### src/rtl/sound_scheduler_pkg.sv
`default_nettype none
// ============================================================================
// Module : sound_scheduler_pkg
// Brief  : Shared types and constants for the sound scheduler and its SFX ROM.
// Rev    : 1.0  initial release
// ============================================================================
package sound_scheduler_pkg;

  typedef enum logic [1:0] {
    ST_IDLE  = 2'd0,
    ST_MUSIC = 2'd1,
    ST_SFX   = 2'd2
  } state_t;

  // SFX IDs double as priority: a larger ID preempts a smaller one
  localparam logic [1:0] c_SFX_ROTATE     = 2'd0;
  localparam logic [1:0] c_SFX_DROP       = 2'd1;
  localparam logic [1:0] c_SFX_LINE_CLEAR = 2'd2;
  localparam logic [1:0] c_SFX_GAME_OVER  = 2'd3;

  localparam logic [10:0] c_HZ_C4  = 11'd262;
  localparam logic [10:0] c_HZ_E4  = 11'd330;
  localparam logic [10:0] c_HZ_GS4 = 11'd415;
  localparam logic [10:0] c_HZ_A4  = 11'd440;
  localparam logic [10:0] c_HZ_B4  = 11'd494;
  localparam logic [10:0] c_HZ_C5  = 11'd523;
  localparam logic [10:0] c_HZ_D5  = 11'd587;
  localparam logic [10:0] c_HZ_E5  = 11'd659;
  localparam logic [10:0] c_HZ_G5  = 11'd784;
  localparam logic [10:0] c_HZ_B5  = 11'd988;
  localparam logic [10:0] c_HZ_C6  = 11'd1047;

  localparam int c_DEFAULT_MUSIC_TICK = 25_000_000;
  localparam int c_DEFAULT_SFX_TICK   = 2_500_000;

  function automatic logic [1:0] f_highest(input logic [3:0] p);
    if (p[3])      return 2'd3;
    else if (p[2]) return 2'd2;
    else if (p[1]) return 2'd1;
    else           return 2'd0;
  endfunction

endpackage
`default_nettype wire

### src/rtl/sound_scheduler_sfx_rom.sv
`default_nettype none
// ============================================================================
// Module : sfx_rom
// Brief  : Sound-effect note table: (sfx_id, note index) -> (hz, last note).
// Rev    : 1.0  initial release
// ============================================================================
module sfx_rom
  import sound_scheduler_pkg::*;
(
  input  logic [1:0]  sfx_id,
  input  logic [2:0]  note_idx,
  output logic [10:0] hz,
  output logic        last_note
);

  logic [2:0] w_n_notes;

  always_comb begin
    hz        = '0;
    w_n_notes = 3'd1;
    case (sfx_id)
      c_SFX_ROTATE: begin
        w_n_notes = 3'd2;
        case (note_idx)
          3'd0:    hz = c_HZ_G5;
          3'd1:    hz = c_HZ_B5;
          default: hz = '0;
        endcase
      end
      c_SFX_DROP: begin
        w_n_notes = 3'd2;
        case (note_idx)
          3'd0:    hz = c_HZ_E4;
          3'd1:    hz = c_HZ_C4;
          default: hz = '0;
        endcase
      end
      c_SFX_LINE_CLEAR: begin
        w_n_notes = 3'd4;
        case (note_idx)
          3'd0:    hz = c_HZ_C5;
          3'd1:    hz = c_HZ_E5;
          3'd2:    hz = c_HZ_G5;
          3'd3:    hz = c_HZ_C6;
          default: hz = '0;
        endcase
      end
      default: begin
        w_n_notes = 3'd6;
        case (note_idx)
          3'd0:    hz = c_HZ_E5;
          3'd1:    hz = c_HZ_D5;
          3'd2:    hz = c_HZ_C5;
          3'd3:    hz = c_HZ_B4;
          3'd4:    hz = c_HZ_A4;
          3'd5:    hz = c_HZ_GS4;
          default: hz = '0;
        endcase
      end
    endcase
    last_note = (note_idx >= w_n_notes - 3'd1);
  end

endmodule
`default_nettype wire

### src/rtl/sound_scheduler.sv
`default_nettype none
// ============================================================================
// Module : sound_scheduler
// Brief  : Arbitrates background melody and prioritised sound effects onto one
//          shared tone generator.
// Rev    : 1.0  initial release
// ============================================================================
module sound_scheduler
  import sound_scheduler_pkg::*;
#(
  parameter int MUSIC_TICK = c_DEFAULT_MUSIC_TICK,
  parameter int SFX_TICK   = c_DEFAULT_SFX_TICK,
  parameter int MUSIC_LEN  = 75
) (
  input  logic        clk,
  input  logic        rst,
  input  logic        music_en,
  input  logic [3:0]  sfx_req,
  input  logic [10:0] music_hz,
  input  logic [2:0]  volume,
  output logic [6:0]  music_step,
  output logic [10:0] tone_hz,
  output logic [2:0]  tone_level,
  output logic        sfx_active,
  output logic [1:0]  sfx_id
);

  localparam int c_CNT_MAX = (MUSIC_TICK > SFX_TICK) ? MUSIC_TICK : SFX_TICK;
  localparam int c_CW      = $clog2(c_CNT_MAX + 1);
  localparam logic [c_CW-1:0] c_MUSIC_RELOAD = c_CW'(MUSIC_TICK - 1);
  localparam logic [c_CW-1:0] c_SFX_RELOAD   = c_CW'(SFX_TICK - 1);
  localparam logic [6:0]      c_LAST_STEP    = 7'(MUSIC_LEN - 1);

  state_t            r_state, w_state_nx;
  logic [3:0]        r_pending, w_pending_nx;
  logic              r_muted, w_muted_nx, w_mute_set;
  logic [c_CW-1:0]   r_cnt, w_cnt_nx;
  logic [6:0]        r_step, w_step_nx;
  logic [1:0]        r_sfx_id, w_sfx_id_nx;
  logic [2:0]        r_note_idx, w_note_idx_nx;
  logic              r_note_last;
  logic [10:0]       r_tone, w_tone_nx;
  logic [2:0]        r_level;
  logic              r_active;
  logic [1:0]        w_hi;
  logic              w_any, w_preempt, w_expire, w_start;
  logic [10:0]       w_rom_hz;
  logic              w_rom_last;

  assign w_hi      = f_highest(r_pending);
  assign w_any     = |r_pending;
  assign w_preempt = w_any && (r_state != ST_SFX || w_hi > r_sfx_id);
  assign w_expire  = (r_cnt == '0);

  // ROM is addressed with the next note so tone_hz and last flag can be registered
  sfx_rom u_sfx_rom (
    .sfx_id    (w_sfx_id_nx),
    .note_idx  (w_note_idx_nx),
    .hz        (w_rom_hz),
    .last_note (w_rom_last)
  );

  always_comb begin
    w_state_nx    = r_state;
    w_sfx_id_nx   = r_sfx_id;
    w_note_idx_nx = r_note_idx;
    w_step_nx     = r_step;
    w_cnt_nx      = w_expire ? '0 : r_cnt - c_CW'(1);
    w_start       = 1'b0;
    w_mute_set    = 1'b0;
    w_tone_nx     = '0;

    if (w_preempt) begin
      w_start = 1'b1;
    end else begin
      case (r_state)
        ST_IDLE: begin
          if (music_en && !r_muted) begin
            w_state_nx = ST_MUSIC;
            w_cnt_nx   = c_MUSIC_RELOAD;
          end
        end
        ST_MUSIC: begin
          if (!music_en) begin
            w_state_nx = ST_IDLE;
          end else if (w_expire) begin
            w_step_nx = (r_step == c_LAST_STEP) ? 7'd0 : r_step + 7'd1;
            w_cnt_nx  = c_MUSIC_RELOAD;
          end
        end
        ST_SFX: begin
          if (w_expire && !r_note_last) begin
            w_note_idx_nx = r_note_idx + 3'd1;
            w_cnt_nx      = c_SFX_RELOAD;
          end else if (w_expire) begin
            w_mute_set = (r_sfx_id == c_SFX_GAME_OVER);
            if (w_any) begin
              w_start = 1'b1;
            end else if (music_en && !r_muted && !w_mute_set) begin
              w_state_nx = ST_MUSIC;
              w_cnt_nx   = c_MUSIC_RELOAD;
            end else begin
              w_state_nx = ST_IDLE;
            end
          end
        end
        default: w_state_nx = ST_IDLE;
      endcase
    end

    if (w_start) begin
      w_state_nx    = ST_SFX;
      w_sfx_id_nx   = w_hi;
      w_note_idx_nx = 3'd0;
      w_cnt_nx      = c_SFX_RELOAD;
    end

    if (!music_en) w_step_nx = 7'd0;

    w_pending_nx = (r_pending & ~(w_start ? (4'b0001 << w_hi) : 4'b0000)) | sfx_req;
    w_muted_nx   = w_mute_set | (r_muted & music_en);

    // In MUSIC the tone follows the external ROM for the step held before this edge
    case (w_state_nx)
      ST_SFX:   w_tone_nx = w_rom_hz;
      ST_MUSIC: w_tone_nx = music_hz;
      default:  w_tone_nx = '0;
    endcase
  end

  always_ff @(posedge clk or negedge rst) begin
    if (!rst) begin
      r_state     <= ST_IDLE;
      r_pending   <= '0;
      r_muted     <= 1'b0;
      r_cnt       <= '0;
      r_step      <= '0;
      r_sfx_id    <= '0;
      r_note_idx  <= '0;
      r_note_last <= 1'b0;
      r_tone      <= '0;
      r_level     <= '0;
      r_active    <= 1'b0;
    end else begin
      r_state     <= w_state_nx;
      r_pending   <= w_pending_nx;
      r_muted     <= w_muted_nx;
      r_cnt       <= w_cnt_nx;
      r_step      <= w_step_nx;
      r_sfx_id    <= w_sfx_id_nx;
      r_note_idx  <= w_note_idx_nx;
      r_note_last <= w_rom_last;
      r_tone      <= w_tone_nx;
      r_level     <= (w_tone_nx != '0) ? volume : 3'd0;
      r_active    <= (w_state_nx == ST_SFX);
    end
  end

  assign music_step = r_step;
  assign tone_hz    = r_tone;
  assign tone_level = r_level;
  assign sfx_active = r_active;
  assign sfx_id     = r_sfx_id;

endmodule
`default_nettype wire

### config.mk
export PLATFORM = sky130hd
export DESIGN_NAME = sound_scheduler
export DESIGN_NICKNAME = d
export VERILOG_FILES = /design/src/rtl/sound_scheduler_pkg.sv /design/src/rtl/sound_scheduler_sfx_rom.sv /design/src/rtl/sound_scheduler.sv
export SDC_FILE = /design/constraint.sdc
export NUM_CORES = 1
export LEC_CHECK = 0
export BUFFER_PORTS_ARGS = -buffer_cell sky130_fd_sc_hd__buf_2
export CAP_MARGIN = 10
export CORE_MARGIN = 2
export CORE_UTILIZATION = 53
export CTS_CLUSTER_DIAMETER = 150
export DETAILED_ROUTE_END_ITERATION = 10
export GPL_ROUTABILITY_DRIVEN = 1
export GPL_TIMING_DRIVEN = 0
export PLACE_DENSITY = 0.77
export SYNTH_ARGS = -nofsm -noshare
export SYNTH_HDL_FRONTEND = slang
export SYNTH_SLANG_ARGS = --single-unit
### constraint.sdc
create_clock -name clk -period 6 [get_ports clk]
set_input_delay 0 -clock clk [delete_from_list [all_inputs] [get_ports clk]]
set_output_delay 0 -clock clk [all_outputs]
set_load 0.1 [all_outputs]
Word-level counts from Yosys, hierarchy flattened

Index checks and enable logic that the tools add are counted.
W data, S select, Z words.

Register bits: 60
Input port bits: 21
Output and inout port bits: 24
Word-level logic and storage cells: 107

Reductions and logical operators: 16
Shift operators: 1
$add $sub $neg: 4
Multiplexer cells: 51
Equal/unequal tests: 17
Order comparisons: 2
Bitwise operators: 5

Operator list:

| cell                    | count |
|---|---|
| $mux W25                | 10 |
| $pmux W25 S3            | 1 |
| $pmux W10 S6            | 1 |
| $pmux W11 S4            | 1 |
| $mux W7                 | 5 |
| $pmux W11 S3            | 1 |
| $logic_not A25 Y1       | 1 |
| $sub A25 B1 Y25 const B | 1 |
| $pmux W11 S2            | 1 |
| $mux W2                 | 10 |
| $pmux W10 S2            | 1 |
| $pmux W9 S2             | 1 |
| $mux W3                 | 5 |
| $mux W1                 | 11 |
| $reduce_bool A11 Y1     | 1 |
| $eq A2 B2 Y1 const B    | 4 |
| $add A7 B1 Y7 const B   | 1 |
| $eq A7 B7 Y1 const B    | 1 |
| $eq A2 B1 Y1 const B    | 3 |
| $eq A3 B2 Y1 const B    | 2 |
| $eq A3 B3 Y1 const B    | 2 |
| $pmux W2 S3             | 1 |
| $pmux W3 S2             | 1 |
| $and A4 B4 Y4           | 1 |
| other kinds (21)        | 29 |

Depth between registers and ports, before layout

Gate-level depths: netlist (run 1).

Word-level depth: 14
Depth in mapped cells: 17
Gate-level depth less buffers: 16

Cells and area by module

A second synthesis (run 1) with hierarchy kept.

Cell total of the unflattened synthesis: 375
Area total of the unflattened synthesis: 3450.8 sq um

By module, submodules not included:

| module          | sequential area each (sq um) | area each (sq um) | instances | cells an instance |
|---|---|---|---|---|
| sound_scheduler | 1501.4                       | 3100.5            | 1         | 322 |
| sfx_rom         | 0.0                          | 350.3             | 1         | 53 |

Worst setup path before layout (run 1)

Ideal clock, no wire load.

Kind: reg-to-reg
Start point: register r_sfx_id[1], in the netlist sfx_id[1]
End point: register r_level[0], in the netlist tone_level[0]
Arrival: 3953 ps
Path buffers: 3
Cell stages (with the launch flop): 17
Period minus slack after synthesis: 4090 ps
Setup slack: 1910 ps
Cell sequence: dfrtp_1 clkbuf_1 inv_1 ha_1 nand2b_1 o311a_1 nand2_1 o21ai_1 nand2_1 ha_1 clkbuf_1 nor2b_1 buf_1 a32o_2 nand4b_1 nor4_2 a21boi_1

Word-level cells in the longest chain between the ends: 14

RTL lines:

| what                                                | RTL line               | source |
|---|---|---|
| from (decl)                                         | sound_scheduler.sv:39  | `logic [1:0] r_sfx_id, w_sfx_id_nx;` |
| from (signal assigned)                              | sound_scheduler.sv:150 | `r_sfx_id <= w_sfx_id_nx;` |
| $eq A2 B2 Y1                                        | sound_scheduler.sv:96  | `w_mute_set = (r_sfx_id == c_SFX_GAME_OVER);` |
| $logic_not A1 Y1                                    | sound_scheduler.sv:99  | `end else if (music_en && !r_muted && !w_mute_set) begin` |
| $logic_and A1 B1 Y1                                 | sound_scheduler.sv:99  |  |
| $mux W1                                             | sound_scheduler.sv:99  |  |
| $mux W2                                             | sound_scheduler.sv:97  | `if (w_any) begin` |
| $mux W2                                             | sound_scheduler.sv:95  | `end else if (w_expire) begin` |
| $mux W2                                             | sound_scheduler.sv:92  | `if (w_expire && !r_note_last) begin` |
| $pmux W2 S3                                         | sound_scheduler.sv:76  | `case (r_state)` |
| $mux W2                                             | sound_scheduler.sv:73  | `if (w_preempt) begin` |
| $mux W2                                             | sound_scheduler.sv:111 | `if (w_start) begin` |
| $eq A2 B1 Y1 / $eq A2 B2 Y1 (equally long branches) | sound_scheduler.sv:124 | `case (w_state_nx)` |
| $pmux W11 S2 (*)                                    | sound_scheduler.sv:124 |  |
| named net w_tone_nx[5]                              | sound_scheduler.sv:42  | `logic [10:0] r_tone, w_tone_nx;` |
| $reduce_bool A11 Y1 (*)                             | sound_scheduler.sv:154 | `r_level <= (w_tone_nx != '0) ? volume : 3'd0;` |
| $mux W3 (*)                                         | sound_scheduler.sv:154 |  |
| to (signal assigned)                                | sound_scheduler.sv:154 |  |
| to (decl)                                           | sound_scheduler.sv:43  | `logic [2:0] r_level;` |

The timed path passes the listed nets; every way through them passes the cells marked *.
A chain may end at the register's enable or synchronous reset.

Worst setup path after layout (run 1)

Start point: register r_pending[3]
End point: register r_level[1], in the netlist tone_level[1]

Word-level cells in the longest chain between the ends: 13

RTL lines:

| what                                 | RTL line                      | source |
|---|---|---|
| from (decl)                          | sound_scheduler.sv:35         | `logic [3:0] r_pending, w_pending_nx;` |
| from (signal assigned)               | sound_scheduler.sv:146        | `r_pending <= w_pending_nx;` |
| $reduce_or A4 Y1                     | sound_scheduler.sv:51         | `assign w_any = \|r_pending;` |
| $mux W1                              | sound_scheduler.sv:97         |  |
| $mux W1                              | sound_scheduler.sv:95         |  |
| $mux W1                              | sound_scheduler.sv:92         |  |
| $mux W1                              | sound_scheduler.sv:76         |  |
| $mux W1                              | sound_scheduler.sv:73         |  |
| $mux W3                              | sound_scheduler.sv:111        |  |
| $eq A3 B3 Y1 (tied with other cells) | sound_scheduler_sfx_rom.sv:50 | `case (note_idx)` |
| $pmux W10 S6 (tied with other cells) | sound_scheduler_sfx_rom.sv:50 |  |
| $pmux W11 S3                         | sound_scheduler_sfx_rom.sv:21 | `case (sfx_id)` |
| $pmux W11 S2 (*)                     | sound_scheduler.sv:124        |  |
| named net w_tone_nx[2]               | sound_scheduler.sv:42         |  |
| $reduce_bool A11 Y1 (*)              | sound_scheduler.sv:154        |  |
| $mux W3 (*)                          | sound_scheduler.sv:154        |  |

Marked as above.

==> flow_metrics.tcl, run 1 <==
set metrics [dict create \
    outcome "finished, final reports clean" \
    post_synth_inst_count 473 \
    report.final.slew_viol_count 0 \
    synth.top_cells.by_area "sky130_fd_sc_hd__dfrtp_1 37%, sky130_fd_sc_hd__nor2_1 4.4%, sky130_fd_sc_hd__a21oi_1 4.3%" \
    vias_in_the_first_global_route 3698 \
    finalWorstPathRequiredPeriod_ps 4816 \
    routed-via-count 3902 \
    grt_first_pass_wirelength_mm 17.83 \
    synth_enable_flop_cells 0 \
    ys.warnings.count 0 \
    core.rowCount 31 \
    startpoint_kind_of_the_worst_setup_timing_path "flip-flop" \
    cts.htree.levels 3 \
    worst_hold_path_type "in2reg" \
    post_cts_resize_count 0 \
    dp.final_hpwl_mm 7.805 \
    commonest_cells_in_the_netlist "60 x sky130_fd_sc_hd__dfrtp_1, 48 x sky130_fd_sc_hd__nor2_1, 45 x sky130_fd_sc_hd__nand2_1" \
    route.detailed.drc 0 \
    initialDrtViolationCount 410 \
    chipHeight_um 91.72 \
    synth-async-reset-ratio 1.000 \
    core-area_sq_um 7370 \
    finalWorstSetupSlack_ps 1184 \
    synthFlopType "sky130_fd_sc_hd__dfrtp_1" \
    grt_overflow_total 0 \
    drt-total-wl_mm 10.70 \
    timing.final.crit_share 0.8027 \
    io_buffer_count 44 \
    placement.cell_area_sq_um 4442 \
    total_leakage_power_nw 2.011 \
    layout_nets 578 \
    worst-endpoint-required_ps 6200 \
    worst-setup-path-type "reg2reg" \
    initial_utilization 0.5533 \
    area_growth_syn_to_layout_pct 18.84 \
    synthDistinctLibCells 75 \
    syn_avg_cell_area_sq_um 8.621 \
    netlist_area_sq_um 4078 \
    timing.critical_path.cells "clkbuf_1, nor2_1, inv_1, ha_1, nand2b_1, o311a_1, nand2_1, o21ai_1, nand2_1, ha_1, clkbuf_1, nor2b_1, buf_1, nand2_1, o31ai_1, nor4_1, a21boi_1" \
    postSynthRegisterBits 60 \
    numCtsBuffers 9 \
    worst-path-buf-inv 4 \
    grt_start_max_net_pins 35 \
    post_route_cells_drive_above_1_share 0.1724 \
    cts.path.max_buffers 2 \
    clock_sinks 60 \
    maxCapViolations 0 \
    area_share_of_the_largest_cell_type_after_synthesis 0.3682 \
    synth_fp_nets 504 \
    top_level_ports 45 \
    part_of_the_yosys_area_used_for_sequential_elements 0.3682 \
    postRouteAntennaNets 0 \
    sum_neg_setup_slack_ps 0 \
    synthDominantAreaCellType "sky130_fd_sc_hd__dfrtp_1" \
    power-per-cell-area_nw_per_um2 384.5 \
    timing.critical_path.to_type "flip-flop" \
    dp_slack_ps 1386 \
    final_util 0.6576 \
    die_width_um 91.72 \
    rsz0062_at_grt "false" \
    place.gp.congestion 0.9254 \
    finalInstanceArea_sq_um 4846 \
    synth.most_common_cell "sky130_fd_sc_hd__dfrtp_1" \
    critPathSlowestCell "sky130_fd_sc_hd__o21ai_1" \
    worst_slew_pin_slew_ps 947.4 \
    detail_route.vias_per_cell 6.003 \
    clockRootBuffer "sky130_fd_sc_hd__clkbuf_8" \
    cp_max_fo 10 \
    clock-skew-final_ps 10.26 \
    timing.final.hold_violations 0 \
    design_power_total_mw 1.863 \
    max_clock_freq_ghz 0.2076 \
    post_dr_wirelength_cell_um 16.46 \
    fillerInstances 641 \
    path_delay_family "simple AND/OR/NAND/NOR gates" \
    cpPeakStageDelay_ps 620 \
    worstSkewPairLatency_ps 340 \
    final_antenna_diode_count 0 \
    worst_ep_arrival_time_ps 5010 \
    track_usage 0.2634 \
    worst_path_most_repeated_cell "sky130_fd_sc_hd__nand2_1" \
    dieArea_sq_um 8412 \
    path_clk_slew_ps 70 \
    cts_tree "done" \
    grt_antenna_before_repair 0 \
    final_setup_violation_count 0 \
    timing.slew.headroom 0.3684 \
    drt_first_pass_iters 5 \
    vdd_drop_max_v 0.0003235 \
]
[cells by family (layout without fill, tap and decap cells)]
kind of cell / Yosys count / count (layout) / synth area share
compound gates: 131 / 131 / 0.2200
xor+xnor: 25 / 25 / 0.05370
fa+ha+maj: 10 / 10 / 0.03068
buf+inv: 36 / 114 / 0.03528
flops: 60 / 60 / 0.3682
mux: 3 / 3 / 0.007978
simple gates: 208 / 208 / 0.2841
[registers in the layout (all words and copies together) (netlist names)]
signal and flops:
r_note_last 1, tone_hz 11, sfx_id 2, r_cnt 25, r_pending 4, r_muted 1
r_note_idx 3, r_state 2, sfx_active 1, tone_level 3, music_step 7
[worst register-to-register path: cells and delay by family (launching register included)]
kind | cells | cell delay, ps
buf+inv | 4 | 860
compound gates | 4 | 1170
simple gates | 7 | 1600
fa+ha+maj | 2 | 640
flops | 1 | 420
[layout make-up]
class	instances	area, sq um	share of cell area
well taps	99	123.9	0.02556
flip-flops and latches	60	1501	0.3098
inverters	18	67.56	0.01394
multi-input cells	377	2432	0.5019
repair buffers	63	420.4	0.08675
clock inverters	4	72.57	0.01498
clock buffers	11	151.4	0.03124
plain buffers	18	76.32	0.01575
[metal layers]
layer | global-route usage | vias up | part of all wire
met4 | 0.1095 | 0 | 0.026
met1 | 0.3535 | 1851 | 0.46
met3 | 0.05094 | 26 | 0.052
met5 | 0 | - | 0
li1 | - | 1872 | -
met2 | 0.4179 | 153 | 0.47
[through the flow]
stage,hold WS (ps),cells
after CTS,19.98,650
final,32.67,650
after global routing,49.51,650
after detailed placement,124.9,617
after floorplan,-295.6,473
after global placement,179.0,616
[worst paths after layout]
kind | from | endpoint | slack (ps) | cells after the start
max in group asynchronous | rst | music_step[6]$_DFFE_PN0P_ | 5130 | 3
min in group asynchronous | rst | r_cnt[19]$_DFF_PN0_ | 260 | 2
worst max-delay path | r_pending[3]$_DFF_PN0_ | tone_level[1]$_DFF_PN0_ | 1180 | 17
worst min-delay path | music_en | music_step[6]$_DFFE_PN0P_ | 30 | 3
worst max register to register | r_pending[3]$_DFF_PN0_ | tone_level[1]$_DFF_PN0_ | 1180 | 17
worst min register to register | r_muted$_DFF_PN0_ | r_muted$_DFF_PN0_ | 500 | 2
[placed cells by master, fill, tap and decap left out, drive strengths merged, types with 12 or more instances in the layout]
master and count:
inv 18, nor4 14, nand2b 12, xor2 15
clkbuf 24, dlygate4sd3 18, nand3 21, nor3 18
a21oi 36, o21ai 33, buf 50, dfrtp 60
nand2 47, nor2 49
[report_power, final]
group	switching [mW]	leakage, nW	internal (mW)	total, mW
Clock	0.162	0.111	0.253	0.415
Sequential	0.0414	0.717	0.457	0.498
Combinational	0.684	1.18	0.266	0.950
Total	0.887	2.01	0.976	1.86
[timing repair]
action | 4_1_cts | 5_1_grt
setup buffers | 0 | 0
hold buffers | 18 | 0
endpoints found under the hold margin | 50 | 0
Power figures use the tool's default switching activity.
==> run 2, diff against run 1 <==
ABC_AREA = 1   (was default)
PLACE_DENSITY = 0.8   (was 0.77)
clock period = 4.1 ns   (was 6 ns; I/O delays follow)
==> run 2 against run 1 <==
Hold slack better by 160 ps. Power down 41%. Highest routed layer unchanged. Count of clock-buffer cells in the layout unchanged.
==> flow_metrics.tcl, run 2 <==
set metrics [dict create \
    outcome "finished, final reports clean" \
    rsz0062_at_grt "false" \
    most_frequent_cells_in_the_layout "103 x sky130_fd_sc_hd__nand2_1, 75 x sky130_fd_sc_hd__inv_1, 60 x sky130_fd_sc_hd__dfrtp_1, 52 x sky130_fd_sc_hd__nor2_1, 45 x sky130_fd_sc_hd__buf_2" \
    report.final.slew_viol_count 0 \
    timing.critical_path.cells "inv_1, ha_1, inv_1, nor2_1, nand2_1, nor2_4, nand3_2, nor2_1, and3_1, nand2_1, o21ai_0, nand2_1, ha_1, inv_1, nor2_1, a22oi_2, nand2_1, o21ai_0, nand2_1, nor2_2, nor2_1" \
    syn_avg_cell_area_sq_um 7.600 \
    part_of_the_yosys_area_used_for_sequential_elements 0.3756 \
    worst_slew_pin_slew_ps 677.0 \
    synth-async-reset-ratio 1.000 \
    timing.final.crit_share 0.8481 \
    cts_tree "done" \
    sum_neg_setup_slack_ps 0 \
    initialDrtViolationCount 324 \
    worst_setup_slack_for_register_to_register_paths_ps 620 \
    post_cts_resize_count 0 \
    postRouteAntennaNets 0 \
    fillerInstances 650 \
    synth.most_common_cell "sky130_fd_sc_hd__nand2_1" \
    post_dr_wirelength_cell_um 13.46 \
    drt-total-wl_mm 9.465 \
    synthDistinctLibCells 51 \
    drt_first_pass_iters 7 \
    synth_fp_nets 557 \
    synth.top_cells.by_area "sky130_fd_sc_hd__dfrtp_1 38%, sky130_fd_sc_hd__nand2_1 9.7%, sky130_fd_sc_hd__inv_1 7.0%" \
    core-area_sq_um 7292 \
    vdd_drop_max_v 0.0001318 \
    initial_utilization 0.5482 \
    top_level_ports 45 \
    grt_start_max_net_pins 37 \
    clock_sinks 60 \
    core.rowCount 31 \
    maxCapViolations 0 \
    track_usage 0.2429 \
    die_width_um 90.85 \
    grt_antenna_before_repair 0 \
    grt_first_pass_wirelength_mm 16.27 \
    place.gp.congestion 0.9082 \
    power-per-cell-area_nw_per_um2 234.0 \
    numCtsBuffers 9 \
    routed-via-count 3750 \
    worst_path_most_repeated_cell "sky130_fd_sc_hd__nand2_1" \
    grt_overflow_total 0 \
    total_leakage_power_nw 2.326 \
    post_cts.repair.setup_buffers 0 \
    cts.path.max_buffers 2 \
    layout_nets 632 \
    worst_ep_arrival_time_ps 3700 \
    worst_hold_path_type "in2async" \
    detail_route.vias_per_cell 5.334 \
    commonest_cells_in_the_netlist "103 x sky130_fd_sc_hd__nand2_1, 75 x sky130_fd_sc_hd__inv_1, 60 x sky130_fd_sc_hd__dfrtp_1" \
    clock-skew-final_ps 9.117 \
    worst-endpoint-required_ps 4330 \
    placement.cell_area_sq_um 4362 \
    synth_enable_flop_cells 0 \
    max_clock_freq_ghz 0.2876 \
    design_power_total_mw 1.103 \
    final_antenna_diode_count 0 \
    post_layout_nonfiller_instances 703 \
    area_share_of_the_largest_cell_type_after_synthesis 0.3756 \
    dp.final_hpwl_mm 6.995 \
    io_buffer_count 44 \
    final_setup_violation_count 0 \
    commonest_non_fill_non_tap_cell_in_the_layout "sky130_fd_sc_hd__nand2_1" \
    worst-setup-path-type "reg2reg" \
    whs_ps 191.9 \
    postSynthRegisterBits 60 \
    finalInstanceArea_sq_um 4715 \
    startpoint_kind_of_the_worst_setup_timing_path "flip-flop" \
    cts.htree.levels 3 \
    netlist_area_sq_um 3998 \
    largest_register_ffs 25 \
    route.detailed.drc 0 \
    worstSkewPairLatency_ps 340 \
    timing.slew.headroom 0.5439 \
    placed_cells_incl_taps 670 \
    path_clk_slew_ps 60 \
    post_synth_inst_count 526 \
    vias_in_the_first_global_route 3691 \
    ys.warnings.count 0 \
    clockRootBuffer "sky130_fd_sc_hd__clkbuf_8" \
    area_growth_syn_to_layout_pct 17.93 \
    synthDominantAreaCellType "sky130_fd_sc_hd__dfrtp_1" \
    largest-register "r_cnt" \
    timing.critical_path.to_type "flip-flop" \
    dieArea_sq_um 8254 \
    timing.final.hold_violations 0 \
    critPathSlowestCell "sky130_fd_sc_hd__dfrtp_1" \
    cp_max_fo 7 \
    chipHeight_um 90.85 \
    cpPeakStageDelay_ps 410 \
    finalWorstPathRequiredPeriod_ps 3477 \
    synthFlopType "sky130_fd_sc_hd__dfrtp_1" \
    post_route_cells_drive_above_1_share 0.1970 \
]
run 2: changes by cell type after synthesis, sizes merged, moves of 6 or more:
cell	before	now
a21o	8	1
a21oi	36	30
and2	6	0
clkbuf	13	4
inv	18	80
nand2	47	124
nand2b	12	0
nand3	21	42
nor2	49	70
nor3	18	11
nor4	14	6
run 2: cells by family after synthesis:
| kind of cell | synth area share |
|---|---|
| and+or+nand+nor | 0.3484 |
| buffers and inverters | 0.08450 |
| AOI/OAI and AO/OA | 0.1208 |
| DFF | 0.3756 |
| xor gates and xnor gates | 0.03944 |
| adders and majority gates | 0.03130 |
run 2: final cells by class:
class	instances	area, sq um	share of cell area
buffer	5	27.53	0.005839
clock inverter	3	15.01	0.003185
timing repair buffer	65	440.4	0.09342
multi-input combinational	379	2158	0.4578
tap	99	123.9	0.02627
clock buffer	11	141.4	0.02999
inverter	81	306.5	0.06502
sequential	60	1501	0.3185
run 2: report_power, final:
| part | leakage [nW] | total (mW) | switching (mW) | internal, mW |
|---|---|---|---|---|
| clock network | 0.0848 | 0.451 | 0.225 | 0.226 |
| logic | 1.54 | 0.0586 | 0.0344 | 0.0242 |
| registers | 0.701 | 0.594 | 0.000400 | 0.593 |
| total | 2.33 | 1.10 | 0.260 | 0.844 |
run 2: metal layers:
layer / GRT usage / vias to the layer above / part of all wire
met5: 0 / - / 0
met4: 0.08333 / 0 / 0.017
met3: 0.04424 / 17 / 0.033
met2: 0.4148 / 88 / 0.50
met1: 0.3105 / 1772 / 0.45
li1: - / 1873 / -
run 2: worst paths after layout:
kind / from / end / cells after the start
setup reg to reg: r_cnt[0]$_DFF_PN0_ / tone_level[0]$_DFF_PN0_ / 21
min in group clk: sfx_req[1] / r_pending[1]$_DFF_PN0_ / 3
setup / recovery: r_cnt[0]$_DFF_PN0_ / tone_level[0]$_DFF_PN0_ / 21
hold reg to reg: r_pending[0]$_DFF_PN0_ / r_pending[0]$_DFF_PN0_ / 2
hold / removal: rst / r_cnt[5]$_DFF_PN0_ / 2
max in group asynchronous: rst / sfx_active$_DFF_PN0_ / 3
run 2: per-stage QoR:
| step | utilization | setup slack (ps) |
|---|---|---|
| 2_1_floorplan | - | 476.6 |
| 5_1_grt | 0.6465 | 246.2 |
| 6_report | 0.6465 | 622.7 |
| 3_5_place_dp | 0.5981 | 406.5 |
| 3_3_place_gp | 0.5954 | 476.6 |
| 4_1_cts | 0.6470 | 381.5 |
run 2: critical path, delay by kind of cell, from the launching register on:
family          cells  cell delay (ps)
flops               1              410
buf+inv             3              380
simple gates       13             1690
compound gates      3              430
fa+ha+maj           2              460
run 2: what timing repair did:
item / CTS / global route
hold buffers: 20 / 0
setup endpoints to repair: 0 / 3
hold endpoints to repair: 43 / 0
==> run 3, diff against run 2 <==
ABC_AREA = 0   (was 1)
PLACE_DENSITY = 0.77   (was 0.8)
clock period = 3.4 ns   (was 4.1 ns; I/O delays follow)
==> run 3 against run 2 <==
Sequential share of layout area shrank 3.7 points. Register-to-register slack lost 590 ps. Non-clock buffer count grew 38. Cell area grew 14%. Worst setup slack lost 590 ps. Clock skew grew 4.4 ps. First-iteration DRC count shrank 13%. Sequential cell count is the same. Power grew to 3.4 times the previous value. Combinational power grew to 37 times the previous value. Hold slack lost 180 ps. Fmax grew 3.1%. Highest routed layer unchanged.
==> flow_metrics.tcl, run 3 (synthesized netlist as in run 1, its figures left out) <==
set metrics [dict create \
    cpPeakStageDelay_ps 410 \
    die_width_um 91.72 \
    critPathSlowestCell "sky130_fd_sc_hd__dfrtp_2" \
    track_usage 0.2886 \
    clock-skew-final_ps 13.55 \
    place.gp.congestion 0.9356 \
    core.rowCount 31 \
    layout.area.seq_sq_um 1510 \
    p_int_mw 2.007 \
    drt-total-wl_mm 12.35 \
    worstSkewPairLatency_ps 350 \
    io_buffer_count 44 \
    multi_input_comb_area_sq_um 2698 \
    final_antenna_diode_count 0 \
    drt_first_pass_iters 8 \
    grt_start_max_net_pins 33 \
    worst-setup-path-type "reg2reg" \
    power-per-cell-area_nw_per_um2 704.6 \
    detail_route.vias_per_cell 6.146 \
    maxCapViolations 0 \
    rsz0062_at_grt "true" \
    cts.path.max_buffers 2 \
    clockRootBuffer "sky130_fd_sc_hd__clkbuf_8" \
    cts.htree.levels 3 \
    pwr-share-clk 0.192 \
    most_frequent_cells_in_the_layout "55 x sky130_fd_sc_hd__dfrtp_1, 44 x sky130_fd_sc_hd__nor2_1, 44 x sky130_fd_sc_hd__buf_2, 42 x sky130_fd_sc_hd__nand2_1, 33 x sky130_fd_sc_hd__a21oi_1" \
    initial_utilization 0.5533 \
    route.detailed.drc 0 \
    area_growth_syn_to_layout_pct 31.51 \
    core-area_sq_um 7370 \
    worst_ep_arrival_time_ps 3590 \
    path_delay_family "simple AND/OR/NAND/NOR gates" \
    dieArea_sq_um 8412 \
    top_level_ports 45 \
    cp_max_fo 10 \
    max_clock_freq_ghz 0.2966 \
    timing.final.crit_share 0.9917 \
    grt_first_pass_wirelength_mm 19.37 \
    fillerInstances 528 \
    seq_power_share 0.235 \
    clock_sinks 60 \
    startpoint_kind_of_the_worst_setup_timing_path "flip-flop" \
    timing.critical_path.cells "clkbuf_8, nor2_4, inv_2, ha_4, nand2b_4, o311a_4, a21o_1, nand3_2, nand2_4, a2111oi_4, a32o_2, nand4b_1, nor4_4, a21boi_1" \
    final_setup_violation_count 0 \
    post_route_cells_drive_above_1_share 0.2850 \
    cts_tree "done" \
    outcome "finished, final reports clean" \
    report.final.slew_viol_count 0 \
    postRouteAntennaNets 0 \
    largest-register "r_cnt" \
    grt_antenna_before_repair 0 \
    worst-path-buf-inv 2 \
    total_leakage_power_nw 2.218 \
    switching_share 0.4688 \
    placement.cell_area_sq_um 4544 \
    grt_overflow_total 0 \
    layout_nets 605 \
    numCtsBuffers 9 \
    commonest_non_fill_non_tap_cell_in_the_layout "sky130_fd_sc_hd__dfrtp_1" \
    chipHeight_um 91.72 \
    dp.final_hpwl_mm 8.197 \
    post_dr_wirelength_cell_um 18.22 \
    design_power_total_mw 3.778 \
    comb_power_share 0.573 \
    worst_slew_pin_slew_ps 928.7 \
    power_switching_mw 1.771 \
    timing.critical_path.to_type "flip-flop" \
    worst-endpoint-required_ps 3620 \
    path_clk_slew_ps 70 \
    vdd_drop_max_v 0.0006521 \
    largest_register_ffs 25 \
    vias_in_the_first_global_route 4050 \
    timing.final.hold_violations 0 \
    initialDrtViolationCount 282 \
    finalWorstPathRequiredPeriod_ps 3372 \
    finalInstanceArea_sq_um 5363 \
    worst_hold_path_type "in2reg" \
    routed-via-count 4167 \
    timing.slew.headroom 0.3809 \
]
[run 3: per-layer routing]
layer / wire length (um) / vias to the layer above / GRT usage / part of all wire
met4: 348 / 0 / 0.1231 / 0.028
met3: 855 / 40 / 0.06902 / 0.069
met2: 6307 / 197 / 0.4902 / 0.51
met1: 4838 / 2004 / 0.3501 / 0.39
met5: 0 / - / 0 / 0
li1: - / 1926 / - / -
[run 3: area by class of cell]
class                   instances  area share
flip-flops and latches         60      0.2816
well taps                      99     0.02310
repair buffers                 92      0.1192
clock buffers                  12     0.02706
inverters                      18     0.01260
plain buffers                  16     0.01983
clock inverters                 4     0.01353
multi-input cells             377      0.5030
[run 3: worst paths after layout]
path,startpoint,to,slack [ps],cells after the start
max,r_pending[3]$_DFF_PN0_,tone_level[0]$_DFF_PN0_,30,14
min,music_hz[3],tone_hz[3]$_DFF_PN0_,9,3
max reg2reg,r_pending[3]$_DFF_PN0_,tone_level[0]$_DFF_PN0_,30,14
min reg2reg,r_muted$_DFF_PN0_,r_muted$_DFF_PN0_,530,2
max in group asynchronous,rst,sfx_id[1]$_DFF_PN0_,2500,3
min in group asynchronous,rst,r_cnt[23]$_DFF_PN0_,270,2
[run 3: worst min-delay path: cells and delay by family]
family / cells / cell delay (ps)
buffers and inverters: 1 / 80
AOI/OAI and AO/OA: 1 / 170
and+or+nand+nor: 1 / 40
[run 3: power by group through the flow]
stage	Combinational, mW	Sequential (mW)	Clock [mW]
2_1_floorplan	0.957	1.26	0
3_3_place_gp	1.69	0.899	0
3_5_place_dp	1.71	0.902	0
4_1_cts	1.88	0.889	0.741
5_1_grt	2.28	0.894	0.775
6_report	2.17	0.886	0.727
[run 3: stage by stage]
step	std cells	hold slack, ps	setup TNS (ps)	utilization	setup WS [ps]
global route	678	15.41	-426.2	0.7277	-150.4
CTS	659	1.156	0	0.6913	18.18
finish	678	9.195	0	0.7277	28.31
detailed placement	617	123.5	-1659	0.6166	-553.7
global placement	616	178.3	-1416	0.6139	-486.1
floorplan	473	-295.6	0	-	0.7332
[run 3: timing repair]
action | 4_1_cts | 5_1_grt
endpoints found under the hold margin | 47 | 0
pin swaps | 13 | 27
setup buffers | 9 | 21
endpoints found under the setup margin | 5 | 5
hold buffers | 17 | 0
gates cloned | 0 | 0
gates resized for setup | 17 | 30
